$ cat src/rtl/fb_arbiter_pkg.sv
// fb_arbiter_pkg: shared types and default sizes for the frame-buffer arbiter.
// Holds the arbiter FSM state enum and the burst beat-counter width helper.
package fb_arbiter_pkg;

    localparam int FB_ADDR_WIDTH  = 21;
    localparam int FB_DATA_WIDTH  = 16;
    localparam int FB_BURST_LEN   = 8;
    localparam int FB_WFIFO_DEPTH = 4;

    typedef enum logic [1:0] {
        ST_IDLE  = 2'd0,
        ST_READ  = 2'd1,
        ST_WRITE = 2'd2
    } fb_state_t;

    function automatic int beat_cnt_width(input int burst_len);
        return $clog2(burst_len + 1);
    endfunction

endpackage

$ cat src/rtl/fb_write_fifo.sv
// fb_write_fifo: synchronous FIFO buffering MCU {addr,data} pixel writes.
// Ports: push/push_entry in, pop in, full/empty/count/head out; async active-high reset.
module fb_write_fifo
    import fb_arbiter_pkg::*;
#(
    parameter int WIDTH = FB_ADDR_WIDTH + FB_DATA_WIDTH,
    parameter int DEPTH = FB_WFIFO_DEPTH
) (
    input  logic                     clock,
    input  logic                     reset,
    input  logic                     push,
    input  logic [WIDTH-1:0]         push_entry,
    input  logic                     pop,
    output logic                     full,
    output logic                     empty,
    output logic [$clog2(DEPTH):0]   count,
    output logic [WIDTH-1:0]         head
);

    localparam int PW = $clog2(DEPTH);
    localparam logic [PW:0] PTR_ONE = (PW + 1)'(1);

    logic [WIDTH-1:0] mem [DEPTH];
    logic [PW:0]      wptr;
    logic [PW:0]      rptr;
    logic             do_push;
    logic             do_pop;

    assign do_push = push && !full;
    assign do_pop  = pop && !empty;

    // Extra pointer MSB distinguishes full from empty when indices match.
    assign empty = (wptr == rptr);
    assign full  = (wptr[PW] != rptr[PW]) && (wptr[PW-1:0] == rptr[PW-1:0]);
    assign count = wptr - rptr;
    assign head  = mem[rptr[PW-1:0]];

    always_ff @(posedge clock or posedge reset) begin
        if (reset) begin
            wptr <= '0;
            rptr <= '0;
        end else begin
            if (do_push) wptr <= wptr + PTR_ONE;
            if (do_pop)  rptr <= rptr + PTR_ONE;
        end
    end

    always_ff @(posedge clock) begin
        if (do_push) mem[wptr[PW-1:0]] <= push_entry;
    end

endmodule

$ cat src/rtl/framebuffer_arbiter.sv
// framebuffer_arbiter: shares one PSRAM port between VGA burst fetches and buffered MCU writes.
// Ports: wr_* MCU write side, fetch_*/rd_* VGA burst side, mem_* PSRAM controller side.
module framebuffer_arbiter
    import fb_arbiter_pkg::*;
#(
    parameter int ADDR_WIDTH  = FB_ADDR_WIDTH,
    parameter int DATA_WIDTH  = FB_DATA_WIDTH,
    parameter int BURST_LEN   = FB_BURST_LEN,
    parameter int WFIFO_DEPTH = FB_WFIFO_DEPTH
) (
    input  logic                  clock,
    input  logic                  reset,
    input  logic                  wr_valid,
    output logic                  wr_ready,
    input  logic [ADDR_WIDTH-1:0] wr_addr,
    input  logic [DATA_WIDTH-1:0] wr_data,
    input  logic                  fetch_req,
    input  logic [ADDR_WIDTH-1:0] fetch_addr,
    output logic                  fetch_busy,
    output logic                  rd_valid,
    output logic [DATA_WIDTH-1:0] rd_data,
    output logic                  fetch_overrun,
    input  logic                  overrun_clear,
    output logic                  mem_req,
    output logic                  mem_we,
    output logic [ADDR_WIDTH-1:0] mem_addr,
    output logic [DATA_WIDTH-1:0] mem_wdata,
    input  logic                  mem_ack,
    input  logic [DATA_WIDTH-1:0] mem_rdata
);

    localparam int BW = beat_cnt_width(BURST_LEN);
    localparam int PW = $clog2(WFIFO_DEPTH);
    localparam int EW = ADDR_WIDTH + DATA_WIDTH;
    localparam logic [BW-1:0] LAST_BEAT = BW'(BURST_LEN - 1);
    localparam logic [BW-1:0] BEAT_ONE  = BW'(1);
    localparam logic [PW:0]   ONE_ENTRY = (PW + 1)'(1);
    localparam logic [ADDR_WIDTH-1:0] ADDR_ONE = ADDR_WIDTH'(1);

    fb_state_t state;
    fb_state_t state_nx;

    logic [BW-1:0]         beat;
    logic [ADDR_WIDTH-1:0] rd_addr;
    logic                  fifo_full;
    logic                  fifo_empty;
    logic                  fifo_push;
    logic                  fifo_pop;
    logic [PW:0]           fifo_count;
    logic [EW-1:0]         fifo_head;
    logic [ADDR_WIDTH-1:0] head_addr;
    logic [DATA_WIDTH-1:0] head_data;
    logic                  fetch_accept;
    logic                  read_ack;
    logic                  last_ack;
    logic                  more_writes;

    assign wr_ready     = !fifo_full;
    assign fifo_push    = wr_valid && !fifo_full;
    assign fifo_pop     = (state == ST_WRITE) && mem_ack;
    assign {head_addr, head_data} = fifo_head;
    assign fetch_accept = fetch_req && !fetch_busy;
    assign read_ack     = (state == ST_READ) && mem_ack;
    assign last_ack     = read_ack && (beat == LAST_BEAT);
    // FIFO still holds an entry once the current head is popped.
    assign more_writes  = (fifo_count > ONE_ENTRY) || fifo_push;

    fb_write_fifo #(
        .WIDTH (EW),
        .DEPTH (WFIFO_DEPTH)
    ) u_wfifo (
        .clock      (clock),
        .reset      (reset),
        .push       (fifo_push),
        .push_entry ({wr_addr, wr_data}),
        .pop        (fifo_pop),
        .full       (fifo_full),
        .empty      (fifo_empty),
        .count      (fifo_count),
        .head       (fifo_head)
    );

    always_ff @(posedge clock or posedge reset) begin
        if (reset) state <= ST_IDLE;
        else       state <= state_nx;
    end

    // Outside READ, fetch_busy means a fetch is accepted but not yet started.
    always_comb begin
        state_nx  = state;
        mem_req   = 1'b0;
        mem_we    = 1'b0;
        mem_addr  = '0;
        mem_wdata = '0;
        unique case (state)
            ST_IDLE: begin
                if (fetch_busy)       state_nx = ST_READ;
                else if (!fifo_empty) state_nx = ST_WRITE;
            end
            ST_READ: begin
                mem_req  = 1'b1;
                mem_addr = rd_addr;
                if (last_ack) state_nx = ST_IDLE;
            end
            ST_WRITE: begin
                mem_req   = 1'b1;
                mem_we    = 1'b1;
                mem_addr  = head_addr;
                mem_wdata = head_data;
                if (mem_ack) begin
                    if (fetch_busy)       state_nx = ST_READ;
                    else if (more_writes) state_nx = ST_WRITE;
                    else                  state_nx = ST_IDLE;
                end
            end
            default: state_nx = ST_IDLE;
        endcase
    end

    // Burst address wraps naturally at the register width.
    always_ff @(posedge clock or posedge reset) begin
        if (reset) begin
            fetch_busy <= 1'b0;
            rd_addr    <= '0;
            beat       <= '0;
            rd_valid   <= 1'b0;
            rd_data    <= '0;
        end else begin
            rd_valid <= 1'b0;
            if (fetch_accept) begin
                fetch_busy <= 1'b1;
                rd_addr    <= fetch_addr;
                beat       <= '0;
            end
            if (read_ack) begin
                rd_data  <= mem_rdata;
                rd_valid <= 1'b1;
                rd_addr  <= rd_addr + ADDR_ONE;
                if (last_ack) begin
                    beat       <= '0;
                    fetch_busy <= 1'b0;
                end else begin
                    beat <= beat + BEAT_ONE;
                end
            end
        end
    end

    always_ff @(posedge clock or posedge reset) begin
        if (reset)                         fetch_overrun <= 1'b0;
        else if (overrun_clear)            fetch_overrun <= 1'b0;
        else if (fetch_req && fetch_busy)  fetch_overrun <= 1'b1;
    end

endmodule

$ cat config.mk
export PLATFORM = sky130hd
export DESIGN_NAME = framebuffer_arbiter
export DESIGN_NICKNAME = d
export VERILOG_FILES = /design/src/rtl/fb_arbiter_pkg.sv /design/src/rtl/fb_write_fifo.sv /design/src/rtl/framebuffer_arbiter.sv
export SDC_FILE = /design/constraint.sdc
export NUM_CORES = 1
export LEC_CHECK = 0
export BUFFER_PORTS_ARGS = -buffer_cell sky130_fd_sc_hd__buf_2
export CAP_MARGIN = 20
export CORE_MARGIN = 5
export CORE_UTILIZATION = 56
export DETAILED_ROUTE_END_ITERATION = 10
export MAX_ROUTING_LAYER = met4
export PLACE_DENSITY = 0.79
export SLEW_MARGIN = 20
export SYNTH_ARGS = -nofsm -noshare
export SYNTH_HDL_FRONTEND = slang
export SYNTH_SLANG_ARGS = --single-unit
$ cat constraint.sdc
create_clock -name clock -period 3.7 [get_ports clock]
set_input_delay 0.37 -clock clock [delete_from_list [all_inputs] [get_ports clock]]
set_output_delay 0.37 -clock clock [all_outputs]
set_load 0.02 [all_outputs]
; Word level (Yosys, flattened, before mapping)
; Memory sizes are Yosys's and may differ from the RTL's.
; Index checks and enable logic that the tools add are counted.
; Widths: inputs -> output; s select.
[word_totals]
ff_bits = 52
mem_bits_rw = 148
input_bits = 80
out_inout_bits = 59
word_cells = 67
memories = 1
[op_classes]
n_addsub = 5
n_lt_le_gt_ge = 1
eq_ne = 9
muxes = 24
reduce_logical = 18
[memory_table]
columns = name, words, word_bits, rd, rd_clocked_by_memory_dff, wr, line
row1 = u_wfifo.mem, 4, 37, 1, 0, 1, fb_write_fifo.sv:23  ; logic [WIDTH-1:0] mem [DEPTH];
[op_table]
columns = operator, count
row1 = $mux 21, 2
row2 = $pmux 21 s2, 1
row3 = $add 21x1->21 const B, 1
row4 = $mux 16, 1
row5 = $mux 2, 6
row6 = $mux 4, 3
row7 = $mux 1, 10
row8 = $logic_and 1x1->1, 9
row9 = $add 3x1->3 const B, 2
row10 = $pmux 2 s3, 1
row11 = $add 4x1->4 const B, 1
row12 = $eq 4x3->1 const B, 1
row13 = $ne 2x2->1 const B, 2
row14 = $reduce_bool 2->1, 2
row15 = $eq 3x3->1, 1
row16 = $gt 3x1->1 const B, 1
row17 = $logic_not 1->1, 3
row18 = $ne 3x3->1 const B, 1
row19 = $reduce_and 3->1, 1
row20 = $sub 3x3->3, 1
row21 = $eq 2x1->1 const B, 1
row22 = $eq 2x2->1, 1
row23 = $eq 2x2->1 const B, 1
row24 = $logic_not 2->1, 1
row25 = 3 further kinds, 3

; Depth between registers and ports, before layout
; Gate-level depths: netlist of run 1.
[depth]
ltp_word = 9
mapped_depth = 9
depth_no_buf = 7

; Cells and area by module
; From an unflattened synthesis of run 1, not the netlist that was laid out.
[hier_totals]
hier_cells = 568
area_unflattened_um2 = 8603.3
[modules_own_cells]
columns = mod, n_inst, cells_per_inst, area_each_um2, seq_area_each_um2
row1 = fb_write_fifo, 1, 239, 5799.3, 4594.4
row2 = framebuffer_arbiter, 1, 329, 2803.9, 1151.1

; Least setup slack after synthesis of run 1
; Ideal clock, no wire load.
[synth_path]
kind = register to register
from = register u_wfifo.rptr[1]
to = memory u_wfifo.mem[3][0] (netlist bit), enable pin
setup_ns = 0.399
arrival_ns = 2.621
required_ns = 3.301
setup_slack_ns = 0.679
stages_incl_launch_ff = 8
n_path_buf = 2
synth_period_minus_slack_ns = 3.021
path_cell_list = dfrtp_1 > buf_2 > buf_1 > inv_1 > ha_1 > nand2_1 > o21a_1 > and2_1
[synth_between]
elab_chain_cells = 7
[synth_rtl]
columns = item, line
row1 = "start, declared", fb_write_fifo.sv:25  ; logic [PW:0] rptr;
row2 = "start signal, assigned", fb_write_fifo.sv:44  ; if (do_pop) rptr <= rptr + PTR_ONE;
row3 = $eq 2x2->1 (*), fb_write_fifo.sv:34  ; assign full = (wptr[PW] != rptr[PW]) && (wptr[PW-1:0] == rptr[PW-1:0]);
row4 = $logic_and 1x1->1 (*), fb_write_fifo.sv:34
row5 = $logic_not 1->1 (*), "fb_write_fifo.sv:29, framebuffer_arbiter.sv:59"
row6 = $logic_and 1x1->1, framebuffer_arbiter.sv:59  ; assign fifo_push = wr_valid && !fifo_full;
row7 = $logic_and 1x1->1 (*), fb_write_fifo.sv:29  ; assign do_push = push && !full;
row8 = $mux 1 (*), fb_write_fifo.sv:49  ; if (do_push) mem[wptr[PW-1:0]] <= push_entry;
row9 = $mux 1 (not written as such) (*), fb_write_fifo.sv:49
row10 = "end, declared", fb_write_fifo.sv:23
; Mark *: on every way between the ends. The rest lies on a longest branch, timed or not.

; Worst setup path in the final report of run 1
[layout_path]
from = register u_wfifo.rptr[0]
to = output mem_addr[0]
[layout_between]
elab_chain_cells = 2
[layout_rtl]
columns = item, line
row1 = $mem_v2 4x37, --
row2 = $pmux 21 s2, framebuffer_arbiter.sv:95  ; unique case (state)
row3 = "end, declared", framebuffer_arbiter.sv:26  ; output logic [ADDR_WIDTH-1:0] mem_addr,
; Every way passes these cells.

==> results of run 1 <==
layout make-up:
cell class | count | area (um^2)
Antenna cell | 1 | 2.50
Tap cell | 184 | 230
Fill cell | 1001 | 4770
Timing Repair Buffer | 150 | 781
Clock buffer | 21 | 460
Multi-Input combinational cell | 309 | 2520
Clock inverter | 11 | 92.6
Inverter | 10 | 38.8
Sequential cell | 200 | 5750
logic make-up (layout without fill, tap and decap cells):
logic type | count (synthesis) | count (layout) | share of synthesized area [%]
buffers and inverters | 38 | 192 | 1.86
multiplexers | 38 | 38 | 10.0
other | 0 | 1 | 0
AO/OA/AOI/OAI | 78 | 78 | 6.76
XOR/XNOR | 5 | 5 | 0.520
AND/OR/NAND/NOR | 175 | 175 | 10.5
flip-flops | 200 | 200 | 68.3
adder cells (fa/ha/maj) | 13 | 13 | 2.02
cell usage in the layout (no fill, tap or decap), drive strengths merged, types with 3 or more instances in the layout:
master | Yosys | routed
nor3 | 8 | 8
nor2b | 24 | 24
and4 | 5 | 5
xnor2 | 3 | 3
o22ai | 3 | 3
nand2 | 73 | 73
inv | 10 | 13
clkbuf | 15 | 21
o221a | 3 | 3
a211oi | 6 | 6
nand3 | 12 | 12
ha | 12 | 12
nor2 | 15 | 15
a311oi | 7 | 7
o211ai | 6 | 6
nor4 | 3 | 3
nand4 | 3 | 3
o311ai | 3 | 3
a22oi | 22 | 22
and2 | 22 | 22
dfrtp | 52 | 52
a21oi | 9 | 9
edfxtp | 148 | 148
mux4 | 37 | 37
buf | 13 | 150
o21ai | 9 | 9
clkinv | 0 | 7
power by group through the flow:
stage          clock [W]  combinational, W  sequential, W
2_1_floorplan          0           0.00150        0.00339
3_3_place_gp           0           0.00218        0.00336
3_5_place_dp           0           0.00224        0.00340
4_1_cts          0.00175           0.00225        0.00336
5_1_grt          0.00184           0.00242        0.00342
6_report         0.00171           0.00222        0.00337
worst max-delay path, stage by stage, from the launching register on:
cell and delay, ns:
dfrtp_2 0.36, buf_4 0.62, mux4_2 0.61, a22oi_1 0.27, nor2b_1 0.08, buf_2 0.17
metal layers:
| metal | routed length, um | part of all wire [%] | global-route usage [%] | vias to the layer above |
|---|---|---|---|---|
| met5 | 0 | 0 | - | - |
| met4 | 326 | 1.8 | 6.93 | 0 |
| met3 | 1490 | 8.1 | 6.00 | 22 |
| met2 | 8880 | 49 | 34.3 | 251 |
| met1 | 7570 | 41 | 28.2 | 2620 |
| li1 | - | - | - | 2392 |
per-stage QoR:
stage | util [%] | hold WS, ns | instance area (um^2) | instances | power [W]
global route | 67.4 | 0.0820 | 9870 | 886 | 0.00769
detailed placement | 63.6 | 0.459 | 9320 | 853 | 0.00564
global placement | 63.6 | 0.453 | 9320 | 853 | 0.00554
CTS | 67.4 | 0.0693 | 9870 | 885 | 0.00735
finish | 67.4 | 0.0854 | 9870 | 886 | 0.00729
floorplan | - | 0.436 | 8420 | 547 | 0.00489
registers in the layout (all words and copies together) (netlist names):
register	cells
rd_addr	21
state	2
beat	4
rd_data	16
u_wfifo.mem	148
fetch_overrun	1
fetch_busy	1
u_wfifo.wptr	3
rd_valid	1
u_wfifo.rptr	3
final timing paths:
check                                     start               to
worst min-delay path              overrun_clear    fetch_overrun
worst max register to register         state[1]       rd_addr[7]
worst max-delay path            u_wfifo.rptr[0]      mem_addr[0]
max in group asynchronous                 reset  u_wfifo.rptr[0]
min in group asynchronous                 reset       rd_data[9]
worst min register to register       rd_data[7]       rd_data[7]
==> results_dict.tcl, run 1 <==
set metrics [dict create \
    place_hpwl_um 12700 \
    yosysMostFrequentCell "edfxtp_1" \
    grtUsageTotal_pct 21.9 \
    cts_root_buffer "clkbuf_16" \
    arrival_ns 2.53 \
    status "completed" \
    crit_path_end_kind "output pin" \
    gp_congestion 0.878 \
    pwr-share-clk_pct 23.4 \
    drtAntennaViolNets 0 \
    cts_buffers 17 \
    worst_clock_skew_ns 0.0115 \
    cts_setup_buffers 0 \
    ir_drop_mv 0.503 \
    critical_path_class "register to output pin" \
    fin_ws_ns 0.805 \
    row_count 44 \
    period_share_pct 78.2 \
    wl_per_cell_um 20.6 \
    power.density_nw_per_um2 739 \
    ioPinCount 139 \
    synthArstFlopShare_pct 26.0 \
    hold_depth 2 \
    nets 781 \
    cts_tree "done" \
    p_sw_share_pct 33.6 \
    comb_power_share_pct 30.4 \
    seq_power_share_pct 46.2 \
    die_h_um 133 \
    grt_pass1_vias 5330 \
    clkSinkCount 200 \
    rsz0062_at_grt "false" \
    clock_latency_ns 0.43 \
    ys_seq_elements 200 \
    syn_nets 640 \
    ys_seq_area_share_pct 68.3 \
    leakage_nw 3.81 \
    fin_tns_setup_ns 0 \
    crit_fanout 39 \
    cp_data_required_time_ns 3.33 \
    post_synth.cell_area_avg_um2 15.4 \
    synth.top_cell.area_share_pct 52.8 \
    grt_pass1_wl_um 28800 \
    cts_resized 0 \
    antenna_found_initial 1 \
    regToRegSetupSlack_ns 0.99 \
    die_x_um 133 \
    drc 0 \
    setup_viol 0 \
    fin_crit_ns 2.90 \
    syn_inst 547 \
    grt.overflow.total 0 \
    ys.flop_type "edfxtp_1" \
    dieArea_um2 17600 \
    power.internal_w 0.00484 \
    yosysWarnings 0 \
    critPathLaunchType "register" \
    worstHoldPathType "primary input to register" \
    viasPerCell 5.97 \
    syn_area_um2 8420 \
    rr_worst_depth 8 \
    slew_violations 0 \
    port_buffers 138 \
    drt_wl_total_um 18300 \
    area_growth_pct 17.3 \
    synthTopCellsByArea "edfxtp_1 (53%), dfrtp_1 (15%), mux4_2 (9.9%), nand2_1 (3.3%), a22oi_1 (2.0%)" \
    grt_start_max_net_pins 53 \
    htree_levels 4 \
    clk_path_buf_depth 2 \
    final_hold_viol_count 0 \
    maxCapViolCount 0 \
    yosysTopAreaCell "edfxtp_1" \
    max_freq_mhz 345 \
    synth_cell_types 50 \
    slew_headroom_pct 38.0 \
    drtPass1Iterations 5 \
    first_iter_violations 628 \
    p_sw_w 0.00245 \
    synth_edf_count 148 \
    clk_pin_slew_ns 0.07 \
    core_area_um2 14600 \
    post_route_cells_drive_above_1_share_pct 33.4 \
    pre_cts_ws_ns 1.01 \
    worst_slew_pin_slew_ns 0.926 \
    dr_total_vias 5285 \
    cts_hold_buf 0 \
    start_util_pct 57.5 \
    synth_top_cells_by_count "edfxtp_1 (148), nand2_1 (73), dfrtp_1 (52)" \
]
Power figures use the tool's default switching activity.
==> inputs of run 2 (changes only) <==
==> constraint.sdc (replaced) <==
create_clock -name clock -period 2.8 [get_ports clock]
set_input_delay 0.28 -clock clock [delete_from_list [all_inputs] [get_ports clock]]
set_output_delay 0.28 -clock clock [all_outputs]
set_load 0.02 [all_outputs]
==> results_dict.tcl, run 2 (synthesis results as in run 1) <==
set metrics [dict create \
    cp_data_required_time_ns 2.52 \
    nets 786 \
    grt_pass1_vias 5616 \
    cts_hold_buf 2 \
    largest_register_ff_count 148 \
    antenna_found_initial 2 \
    drt_wl_total_um 18700 \
    port_buffers 138 \
    place_hpwl_um 12900 \
    grt.overflow.total 0 \
    grt_pass1_wl_um 29700 \
    maxCapViolCount 0 \
    worst_clock_skew_ns 0.0138 \
    critPathLaunchType "register" \
    crit_path_end_kind "output pin" \
    cts_setup_buffers 0 \
    setup_viol 0 \
    cts_resized 0 \
    die_x_um 133 \
    start_util_pct 57.5 \
    grtUsageTotal_pct 22.6 \
    wl_per_cell_um 21.0 \
    row_count 44 \
    dr_total_vias 5355 \
    power.density_nw_per_um2 990 \
    fin_tns_setup_ns 0 \
    hold_slack_ns 0.0441 \
    final_hold_viol_count 0 \
    status "completed" \
    clk_pin_slew_ns 0.07 \
    final_cell_mix "edfxtp_1 (148), buf_2 (138), nand2_1 (73), dfrtp_1 (50), mux4_2 (37)" \
    post-route-cell-area_um2 10100 \
    slew_violations 0 \
    pre_cts_ws_ns 0.397 \
    worst_slew_pin_slew_ns 0.883 \
    critical_path_class "register to output pin" \
    leakage_nw 3.87 \
    ioPinCount 139 \
    grt_start_max_net_pins 40 \
    rsz0062_at_grt "false" \
    gp_congestion 0.876 \
    post_route_cells_drive_above_1_share_pct 33.9 \
    final_common_cell "edfxtp_1" \
    worstHoldPathType "primary input to register" \
    htree_levels 4 \
    clk_path_buf_depth 2 \
    crit_fanout 39 \
    first_iter_violations 630 \
    period_share_pct 89.6 \
    core_area_um2 14600 \
    fin_ws_ns 0.292 \
    dieArea_um2 17600 \
    viasPerCell 6.00 \
    die_h_um 133 \
    max_freq_mhz 399 \
    slew_headroom_pct 40.9 \
    cts_tree "done" \
    placed_area_um2 9430 \
    clkSinkCount 200 \
    cts_buffers 17 \
    cts_root_buffer "clkbuf_16" \
    drc 0 \
    clock_latency_ns 0.43 \
    fin_crit_ns 2.51 \
    post-route-util_pct 68.6 \
    arrival_ns 2.23 \
    ir_drop_mv 0.695 \
    drtAntennaViolNets 0 \
    area_growth_pct 19.4 \
    drtPass1Iterations 5 \
]
[run 2: cell count changes in the layout (fill, tap and decap cells not counted), sizes merged]
cell / previous run / this run
inv: 13 / 18
clkbuf: 21 / 17
clkinv: 7 / 3
buf: 150 / 153
clkinvlp: 1 / 3
dlygate4sd3: 0 / 2
bufinv: 0 / 1
diode: 1 / 2
[run 2: routing by layer]
metal / part of all wire (%) / GRT usage, % / routed length [um]
met5: 0 / - / 0
met4: 2.2 / 7.68 / 420
met3: 7.8 / 6.34 / 1460
met2: 49 / 36.1 / 9210
met1: 41 / 28.0 / 7620
[run 2: final timing paths]
check	startpoint	end	slack (ns)	cells after the start
max in group asynchronous	reset	rd_addr[10]	1.54	4
min in group asynchronous	reset	rd_data[15]	0.49	3
worst max-delay path	u_wfifo.rptr[0]	mem_addr[6]	0.29	5
worst min-delay path	mem_rdata[14]	rd_data[14]	0.04	3
worst max register to register	state[1]	rd_addr[2]	0.35	9
worst min register to register	rd_data[0]	rd_data[0]	0.47	2
[run 2: critical path, cell delays in order, from the launching register on]
cell     delay (ns)
dfrtp_2        0.40
buf_12         0.31
mux4_2         0.59
a22oi_1        0.24
nor2b_1        0.09
buf_2          0.16
[run 2: area by class of cell]
cell class	count	area, um^2
Inverter	10	37.5
Timing Repair Buffer	155	911
Sequential cell	200	5750
Multi-Input combinational cell	309	2520
Tap cell	184	230
Clock inverter	15	176
Clock buffer	17	425
Antenna cell	2	5.00
Fill cell	980	4590
[run 2: report_power, final]
part / internal (W) / switching, W / leakage [nW]
Combinational: 0.00129 / 0.00177 / 1.62
Sequential: 0.00399 / 0.000456 / 1.97
Clock: 0.00128 / 0.00116 / 0.286
[run 2: metrics by stage]
stage               power (W)  std cells
global route           0.0104        892
global placement      0.00743        856
floorplan             0.00646        547
CTS                    0.0100        890
finish                0.00995        892
detailed placement    0.00759        856
